$ cat config.mk
export PLATFORM = sky130hd
export DESIGN_NAME = rxfifo_wr_arbiter
export DESIGN_NICKNAME = d
export VERILOG_FILES = /design/src/rtl/rxfifo_arb_pkg.sv /design/src/rtl/rxfifo_grant_sel.sv /design/src/rtl/rxfifo_wr_arbiter.sv
export SDC_FILE = /design/constraint.sdc
export NUM_CORES = 1
export LEC_CHECK = 0
export ABC_AREA = 1
export CAP_MARGIN = 0
export CORE_ASPECT_RATIO = 1.4
export CORE_MARGIN = 1.5
export CORE_UTILIZATION = 35
export CTS_CLUSTER_SIZE = 12
export DETAILED_ROUTE_END_ITERATION = 10
export PLACE_DENSITY = 0.56
export SETUP_SLACK_MARGIN = 0.4
export SYNTH_ARGS = -nofsm -noshare
export SYNTH_HDL_FRONTEND = slang
export SYNTH_SLANG_ARGS = --single-unit
export TNS_END_PERCENT = 10
$ cat constraint.sdc
create_clock -name clk -period 9.38 [get_ports clk]
set_input_delay 2.345 -clock clk [delete_from_list [all_inputs] [get_ports clk]]
set_output_delay 2.345 -clock clk [all_outputs]
set_load 0.01 [all_outputs]
$ cat src/rtl/rxfifo_arb_pkg.sv
// rtl/rxfifo_arb_pkg.sv - shared types and helpers for the RX FIFO write arbiter
// Purpose: FSM state encoding, arbitration mode constants and a width helper.
// Ports: none (package).
package rxfifo_arb_pkg;

  typedef enum logic [1:0] {
    ST_IDLE     = 2'd0,
    ST_WAIT_ACK = 2'd1,
    ST_DONE     = 2'd2
  } state_t;

  localparam int ARB_FIXED = 0;
  localparam int ARB_RR    = 1;

  // Bits needed to index 'value' items; never returns less than 1 so that
  // single-channel builds still get a legal vector width.
  function automatic int clog2(input int value);
    int r;
    r = 0;
    for (int w = 0; w < 31; w++) begin
      if ((1 << w) < value) r = w + 1;
    end
    return (r < 1) ? 1 : r;
  endfunction

endpackage

$ cat src/rtl/rxfifo_grant_sel.sv
// rtl/rxfifo_grant_sel.sv - combinational fixed-priority / round-robin grant picker
// Purpose: choose which pending channel gets the next FIFO write.
// Ports:
//   pending     in  NUM_CH  channels holding a word
//   last_grant  in  GW      channel granted most recently (round-robin origin)
//   mode        in  1       0 = fixed priority (ch0 highest), 1 = round-robin
//   grant_valid out 1       at least one channel is pending
//   grant       out GW      selected channel index
module rxfifo_grant_sel
  import rxfifo_arb_pkg::*;
#(
  parameter int NUM_CH = 2,
  parameter int GW     = clog2(NUM_CH)
) (
  input  logic [NUM_CH-1:0] pending,
  input  logic [GW-1:0]     last_grant,
  input  logic              mode,
  output logic              grant_valid,
  output logic [GW-1:0]     grant
);

  logic          lo_valid;
  logic [GW-1:0] lo_grant;
  logic          hi_valid;
  logic [GW-1:0] hi_grant;

  // Scanning downwards leaves the lowest matching index in each result.
  // lo_* is the lowest pending channel overall; hi_* the lowest pending
  // channel above last_grant. Round-robin prefers hi_* and wraps to lo_*,
  // which also covers last_grant itself being the only requester.
  always_comb begin
    lo_valid = 1'b0;
    lo_grant = '0;
    hi_valid = 1'b0;
    hi_grant = '0;
    for (int i = NUM_CH - 1; i >= 0; i--) begin
      if (pending[i]) begin
        lo_valid = 1'b1;
        lo_grant = GW'(i);
        if (GW'(i) > last_grant) begin
          hi_valid = 1'b1;
          hi_grant = GW'(i);
        end
      end
    end
    grant_valid = lo_valid;
    grant       = (mode && hi_valid) ? hi_grant : lo_grant;
  end

endmodule

$ cat src/rtl/rxfifo_wr_arbiter.sv
// rtl/rxfifo_wr_arbiter.sv - multi-channel single-word RX FIFO write arbiter
// Purpose: queue one word per channel, grant one FIFO write at a time, wait
// for ack/overflow/timeout and report per-channel completion status.
// Ports:
//   clk, reset             clock, asynchronous active-high reset
//   rxfifo_full            FIFO full; no grant issues while high
//   rxfifo_wr_en           one-cycle write strobe per grant
//   rxfifo_dwrite          write data, held until the next grant
//   rxfifo_wr_ack          FIFO accepted the write
//   rxfifo_overflow        FIFO rejected the write (wins over ack)
//   ch_wr_start/ch_wr_data per-channel request pulse and data
//   ch_busy                channel holds a pending word
//   ch_wr_done/ch_wr_err   completion pulse, error flag on overflow/timeout
//   drop_count/ovf_count   saturating counters of drops and aborted writes
module rxfifo_wr_arbiter
  import rxfifo_arb_pkg::*;
#(
  parameter int DATA_WIDTH  = 32,
  parameter int NUM_CH      = 2,
  parameter int ARB_MODE    = 0,
  parameter int ACK_TIMEOUT = 15,
  parameter int CNT_WIDTH   = 16
) (
  input  logic                         clk,
  input  logic                         reset,
  input  logic                         rxfifo_full,
  output logic                         rxfifo_wr_en,
  output logic [DATA_WIDTH-1:0]        rxfifo_dwrite,
  input  logic                         rxfifo_wr_ack,
  input  logic                         rxfifo_overflow,
  input  logic [NUM_CH-1:0]            ch_wr_start,
  input  logic [NUM_CH*DATA_WIDTH-1:0] ch_wr_data,
  output logic [NUM_CH-1:0]            ch_busy,
  output logic [NUM_CH-1:0]            ch_wr_done,
  output logic [NUM_CH-1:0]            ch_wr_err,
  output logic [CNT_WIDTH-1:0]         drop_count,
  output logic [CNT_WIDTH-1:0]         ovf_count
);

  localparam int GW = clog2(NUM_CH);
  localparam int TW = clog2(ACK_TIMEOUT + 1);
  localparam logic          MODE_RR    = (ARB_MODE == ARB_RR);
  localparam logic [TW-1:0] TIMER_LAST = TW'(ACK_TIMEOUT - 1);

  state_t                  state_q, state_d;
  logic [NUM_CH-1:0]       pending_q, pending_d;
  logic [DATA_WIDTH-1:0]   data_q [NUM_CH];
  logic [DATA_WIDTH-1:0]   data_d [NUM_CH];
  logic [GW-1:0]           grant_q, grant_d;
  logic [GW-1:0]           last_grant_q, last_grant_d;
  logic [TW-1:0]           timer_q, timer_d;
  logic                    wr_en_q, wr_en_d;
  logic [DATA_WIDTH-1:0]   dwrite_q, dwrite_d;
  logic [NUM_CH-1:0]       done_q, done_d;
  logic [NUM_CH-1:0]       err_q, err_d;
  logic [CNT_WIDTH-1:0]    drop_cnt_q, drop_cnt_d;
  logic [CNT_WIDTH-1:0]    ovf_cnt_q, ovf_cnt_d;
  logic [NUM_CH-1:0]       clear;
  logic                    sel_valid;
  logic [GW-1:0]           sel_grant;

  rxfifo_grant_sel #(
    .NUM_CH (NUM_CH),
    .GW     (GW)
  ) u_grant_sel (
    .pending     (pending_q),
    .last_grant  (last_grant_q),
    .mode        (MODE_RR),
    .grant_valid (sel_valid),
    .grant       (sel_grant)
  );

  always_comb begin
    state_d      = state_q;
    pending_d    = pending_q;
    data_d       = data_q;
    grant_d      = grant_q;
    last_grant_d = last_grant_q;
    timer_d      = timer_q;
    wr_en_d      = 1'b0;
    dwrite_d     = dwrite_q;
    done_d       = '0;
    err_d        = '0;
    drop_cnt_d   = drop_cnt_q;
    ovf_cnt_d    = ovf_cnt_q;
    clear        = '0;

    case (state_q)
      ST_IDLE: begin
        if (sel_valid && !rxfifo_full) begin
          wr_en_d      = 1'b1;
          dwrite_d     = data_q[sel_grant];
          grant_d      = sel_grant;
          last_grant_d = sel_grant;
          timer_d      = '0;
          state_d      = ST_WAIT_ACK;
        end
      end
      ST_WAIT_ACK: begin
        timer_d = timer_q + 1'b1;
        // Overflow is checked before ack so a simultaneous pair reports error.
        if (rxfifo_overflow || (timer_q == TIMER_LAST)) begin
          done_d[grant_q] = 1'b1;
          err_d[grant_q]  = 1'b1;
          clear[grant_q]  = 1'b1;
          if (ovf_cnt_q != '1) ovf_cnt_d = ovf_cnt_q + 1'b1;
          state_d = ST_DONE;
        end else if (rxfifo_wr_ack) begin
          done_d[grant_q] = 1'b1;
          clear[grant_q]  = 1'b1;
          state_d = ST_DONE;
        end
      end
      ST_DONE: state_d = ST_IDLE;
      default: state_d = ST_IDLE;
    endcase

    // A start landing on the completion cycle refills the slot instead of
    // being dropped.
    pending_d = pending_q & ~clear;
    for (int i = 0; i < NUM_CH; i++) begin
      if (ch_wr_start[i]) begin
        if (!pending_q[i] || clear[i]) begin
          pending_d[i] = 1'b1;
          data_d[i]    = ch_wr_data[i*DATA_WIDTH +: DATA_WIDTH];
        end else if (drop_cnt_d != '1) begin
          drop_cnt_d = drop_cnt_d + 1'b1;
        end
      end
    end
  end

  always_ff @(posedge clk or posedge reset) begin
    if (reset) begin
      state_q      <= ST_IDLE;
      pending_q    <= '0;
      for (int i = 0; i < NUM_CH; i++) data_q[i] <= '0;
      grant_q      <= '0;
      last_grant_q <= '0;
      timer_q      <= '0;
      wr_en_q      <= 1'b0;
      dwrite_q     <= '0;
      done_q       <= '0;
      err_q        <= '0;
      drop_cnt_q   <= '0;
      ovf_cnt_q    <= '0;
    end else begin
      state_q      <= state_d;
      pending_q    <= pending_d;
      for (int i = 0; i < NUM_CH; i++) data_q[i] <= data_d[i];
      grant_q      <= grant_d;
      last_grant_q <= last_grant_d;
      timer_q      <= timer_d;
      wr_en_q      <= wr_en_d;
      dwrite_q     <= dwrite_d;
      done_q       <= done_d;
      err_q        <= err_d;
      drop_cnt_q   <= drop_cnt_d;
      ovf_cnt_q    <= ovf_cnt_d;
    end
  end

  assign rxfifo_wr_en  = wr_en_q;
  assign rxfifo_dwrite = dwrite_q;
  assign ch_busy       = pending_q;
  assign ch_wr_done    = done_q;
  assign ch_wr_err     = err_q;
  assign drop_count    = drop_cnt_q;
  assign ovf_count     = ovf_cnt_q;

endmodule

After elaboration in Yosys (flattened, before gate mapping)
Index checks and enable logic that the tools add are counted.
Widths: inputs -> output; s select.

word-level totals
  register bits = 142
  input port bits = 71
  output and inout bits = 71
  logic and storage cells = 76

cells by class
  add/sub/neg operators = 4
  reduce and logical (&&, ||, !) cells = 16
  muxes and demuxes = 31
  magnitude comparators = 3
  bitwise operators = 3
  eq/ne operators = 7

operators by type and width
  operator               count
  $mux 16                6
  $mux 32                3
  $add 16x1->16 const B  3
  $ne 16x16->1 const B   3
  $mux 2                 8
  $mux 1                 10
  $reduce_and 2->1       5
  $pmux 4 s2             1
  $add 4x1->4 const B    1
  $eq 4x4->1 const B     1
  $mux 4                 1
  $pmux 2 s2             1
  $logic_not 1->1        3
  $logic_or 1x1->1       3
  $ne 3x3->1 const B     1
  $reduce_and 3->1       1
  $and 2x2->2            1
  $eq 2x1->1 const B     1
  $ge 2x2->1 const B     1
  $logic_and 1x1->1      2
  $logic_not 2->1        1
  $lt 1x2->1 const B     1
  $ne 2x2->1 const B     1
  $not 1->2              1
  4 further kinds        4

Longest topological paths before layout
  depth after elaboration = 14
  gate-level depth with buffers = 19
  gate-level depth less buffers = 19

Hierarchy
Synthesis repeated with hierarchy kept, for this count alone.

second synthesis, totals
  cell total of the unflattened synthesis = 762
  area total of the unflattened synthesis = 7074.3 um^2

by module, submodules not included
  module             area an instance (um^2)  seq. area each (um^2)  instances  cells each
  rxfifo_wr_arbiter  7048.0                   3553.4                 1          756
  rxfifo_grant_sel   26.3                     0.0                    1          6

Worst setup path before layout
Ideal clock, no wire load.

  path type = in2reg
  from = input port rxfifo_overflow
  to = register drop_cnt_q[2], in the netlist drop_count[2]
  path buffers = 0
  stages on the path = 14
  arrival = 3.997 ns
  path slack = 5.263 ns
  setup time = 0.120 ns
  cell sequence = inv_1 > nand3_1 > nand2_2 > nand3_4 > nor2_8 > xor2_2 > ha_1 > nand3_2 > nor2_8 > nand3_4 > nand2_4 > inv_4 > nand3b_1 > nand2_1

between the ends
  cells in the longest elaborated chain, start to end = 10
  elaborated cells on any way between the ends = 12
  those cells by class = add/sub: 1; eq/ne: 1; mux: 7; reduce/logical: 3

RTL lines
  element                                               line                                                text
  from (decl)                                           rxfifo_wr_arbiter.sv:30                             input logic rxfifo_overflow,
  $logic_or 1x1->1 (*)                                  rxfifo_wr_arbiter.sv:102                            if (rxfifo_overflow || (timer_q == TIMER_LAST)) begin
  $mux 2 (*)                                            rxfifo_wr_arbiter.sv:102
  $mux 2 (*)                                            rxfifo_wr_arbiter.sv:88                             case (state_q)
  $logic_or 1x1->1                                      rxfifo_wr_arbiter.sv:123                            if (!pending_q[i] || clear[i]) begin
  $mux 16                                               rxfifo_wr_arbiter.sv:123
  $mux 16                                               rxfifo_wr_arbiter.sv:122                            if (ch_wr_start[i]) begin
  $add 16x1->16 / $ne 16x16->1 (equally long branches)  rxfifo_wr_arbiter.sv:127, rxfifo_wr_arbiter.sv:126
  $mux 16                                               rxfifo_wr_arbiter.sv:126                            end else if (drop_cnt_d != '1) begin
  $mux 16                                               rxfifo_wr_arbiter.sv:123
  $mux 16 (*)                                           rxfifo_wr_arbiter.sv:122
  via drop_cnt_d[2]                                     rxfifo_wr_arbiter.sv:56                             logic [CNT_WIDTH-1:0] drop_cnt_q, drop_cnt_d;
  to (signal assigned)                                  rxfifo_wr_arbiter.sv:158                            drop_cnt_q <= drop_cnt_d;
  to (decl)                                             rxfifo_wr_arbiter.sv:56

The timed path passes the listed nets; every way through them passes the cells marked *.
A chain may end at the register's enable or synchronous reset.

Final worst setup path
  from = input port rxfifo_overflow
  to = register drop_cnt_q[10], in the netlist drop_count[10]

Same word-level chain as after synthesis.

==> results.txt <==
Run status: finished clean
Post-Route WL: 16700 µm
Skew-Pair Late Insertion Delay: 420 ps
Die Width: 121 µm
Grt total ovfl: 0
Fin nets: 929
WP buf/inv: 3
Slew at the pin closest to its max-slew limit: 836 ps
Placed Cells incl. Taps: 1082
WL/cell: 15.0 µm
Pin count of the biggest net entering global routing: 78
DRC viols: 0
Slowest CP cell: clkdlybuf4s50_1
Num CTS Buffers: 17
Via count: 5287
CTS tree: done
Cells along the critical path: clkdlybuf4s50_1 -> inv_1 -> nand3_1 -> nand2_2 -> nand3_4 -> nor2_8 -> xor2_2 -> ha_1 -> nand3_2 -> nor2_8 -> nand2_1 -> nor2_1 -> nand4_1 -> nand2_1 -> inv_1
Max incr delay on CP: 390 ps
Synth Register Bits: 142
Grt met2 use: 29.1%
Clock skew: 9.28 ps
Hold crit path type: reg2reg
Vias in the first global route: 5257
CTS Buffer Depth: 2
CTS Hold Bufs: 0
Final min period: 4440 ps
Clock root buffer: clkbuf_16
Setup TNS: 0 ps
Max Cap Viol: 0
Sequential share of the synthesized area: 51.8%
DR iter-0 viols: 316
Core area: 19200 µm²
Peak VDD IR: 168 µV
Critical Path RT: 9690 ps
H-tree depth: 4
Full die area: 20500 µm²
Detail Placement HPWL: 11600 µm
Worst-path clk slew: 60 ps
Hold WS: 480 ps
Cell Rows: 60
CP Capture Type: register
Crit path DAT: 4750 ps
Max Fclk: 225 MHz
Finished Layout Cells: 1113
Most common cell after layout, fill and taps aside: nand2_1
Syn_area_per_cell: 9.68 µm²
Io pins: 142
Yosys cell types: 35
Vias per cell: 4.75
Pre-CTS setup slack: 4480 ps
Share of layout cells above drive strength 1: 16.3%
Initial antenna violation count: 0
Met3 Usage GRT: 5.15%
Clock sinks: 142
Post-cts sizing count: 0
Antenna Cells: 0
Post-Syn Area: 6870 µm²
Final hold violation count: 0
Synth warn: 0
# setup viols final: 0
Top Family by Delay on Critical Path: simple AND/OR/NAND/NOR gates
Total Routing Usage GR: 17.2%
Area growth, synth to finish: 34.0%
WS Path Type: in2reg
Synth Net Count: 785
PwrDens: 274 nW/µm²
CP Launch Type: input port
Post-CTS setup buffers: 0
Leakage: 4.16 nW
RSZ-0062 raised after global routing: no
Buffers on Ports: 141
Final worst-path cycle share: 47.4%
Largest fanout on the critical path: 10
Most frequent cells in the layout: 148 x nand2_1, 142 x dfrtp_1, 141 x clkdlybuf4s50_1
Die H: 169 µm
Final Wtd Congestion: 0.774
Initial Utilization: 35.7%
Post-route ant nets: 0
GR peak layer: met2
Initial DRT Pass Iterations: 4
First-pass GRT wire length: 27400 µm
Slew Limit Fails: 0
Grt met1 use: 20.6%
Final total power: 2.52 mW
Post-Synthesis Cells: 709
Slew headroom: 44.3%
Final worst slack: 4940 ps
[state kept, by name, summed over array words and instances, names as in the netlist]
name / cells
data_q: 64
rxfifo_dwrite: 32
drop_count: 16
ovf_count: 16
timer_q: 4
ch_busy: 2
ch_wr_done: 2
ch_wr_err: 2
state_q: 2
grant_q: 1
rxfifo_wr_en: 1
[per-stage QoR]
stage / utilization, % / area (µm²)
global placement: 44.5 / 8560
detailed placement: 44.5 / 8560
CTS: 47.9 / 9200
floorplan: - / 6870
finish: 47.9 / 9200
global route: 47.9 / 9200
[final timing paths]
kind / end / from / depth (start not counted) / slack (ps)
setup / recovery: drop_count[10] / rxfifo_overflow / 15 / 4940
hold / removal: rxfifo_dwrite[15] / rxfifo_dwrite[15] / 2 / 480
setup reg to reg: drop_count[10] / timer_q[0] / 16 / 6570
hold reg to reg: rxfifo_dwrite[15] / rxfifo_dwrite[15] / 2 / 480
max in group asynchronous: rxfifo_dwrite[30] / reset / 3 / 5630
min in group asynchronous: drop_count[3] / reset / 2 / 2430
[synth_stat cells (all sizes together)]
master / instances / share of area [%]
a21boi: 1 / 0.16
a21oi: 37 / 2.7
buf: 6 / 0.33
clkbuf: 17 / 0.93
clkinv: 1 / 0.073
dfrtp: 142 / 52
ha: 5 / 0.91
inv: 62 / 3.4
mux2: 64 / 10
nand2: 161 / 9.5
nand3: 38 / 3.4
nand3b: 11 / 1.2
nand4: 13 / 1.3
nor2: 75 / 5.5
nor3: 9 / 0.89
nor4: 2 / 0.18
o21ai: 13 / 1.0
o21bai: 1 / 0.11
o31ai: 32 / 3.5
xnor2: 8 / 1.0
xor2: 11 / 1.6
[cell families after synthesis]
logic type / Yosys count / synth area share [%]
AO/OA/AOI/OAI: 84 / 7.47
multiplexers: 64 / 10.5
AND/OR/NAND/NOR: 309 / 22.0
adder cells (fa/ha/maj): 5 / 0.911
XOR/XNOR: 19 / 2.64
flip-flops: 142 / 51.8
buffers and inverters: 86 / 4.76
[layer usage]
| metal | up-vias | share of wire, % |
|---|---|---|
| met5 | - | 0 |
| met4 | 0 | 2.3 |
| met3 | 22 | 4.9 |
| met2 | 111 | 50 |
| met1 | 2509 | 43 |
| li1 | 2645 | - |
[worst register-to-register path, stage by stage, from the launching register on]
cell and delay [ps]:
dfrtp_1 370, inv_1 80, ha_1 200, nand3_1 110, nand3_1 170, nand2_2 150, nand3_4 160, nor2_8 230
xor2_2 220, ha_1 240, nand3_2 140, nor2_8 170, nand2_1 80, nor2_1 150, nand4_1 110, nand2_1 80
inv_1 40
[layout make-up]
cell class              instances  area (µm²)
inverters                      63         245
well taps                     248         310
flip-flops and latches        142        3550
clock buffers                  19         433
multi-input cells             481        2990
fillers                      1847       10000
repair buffers                148        1460
clock inverters                12         209
[power by group]
group	internal [mW]	switching (mW)
registers	0.857	0.150
logic	0.418	0.360
clock network	0.474	0.264
total	1.75	0.773
(Power assumes the default switching activity.)
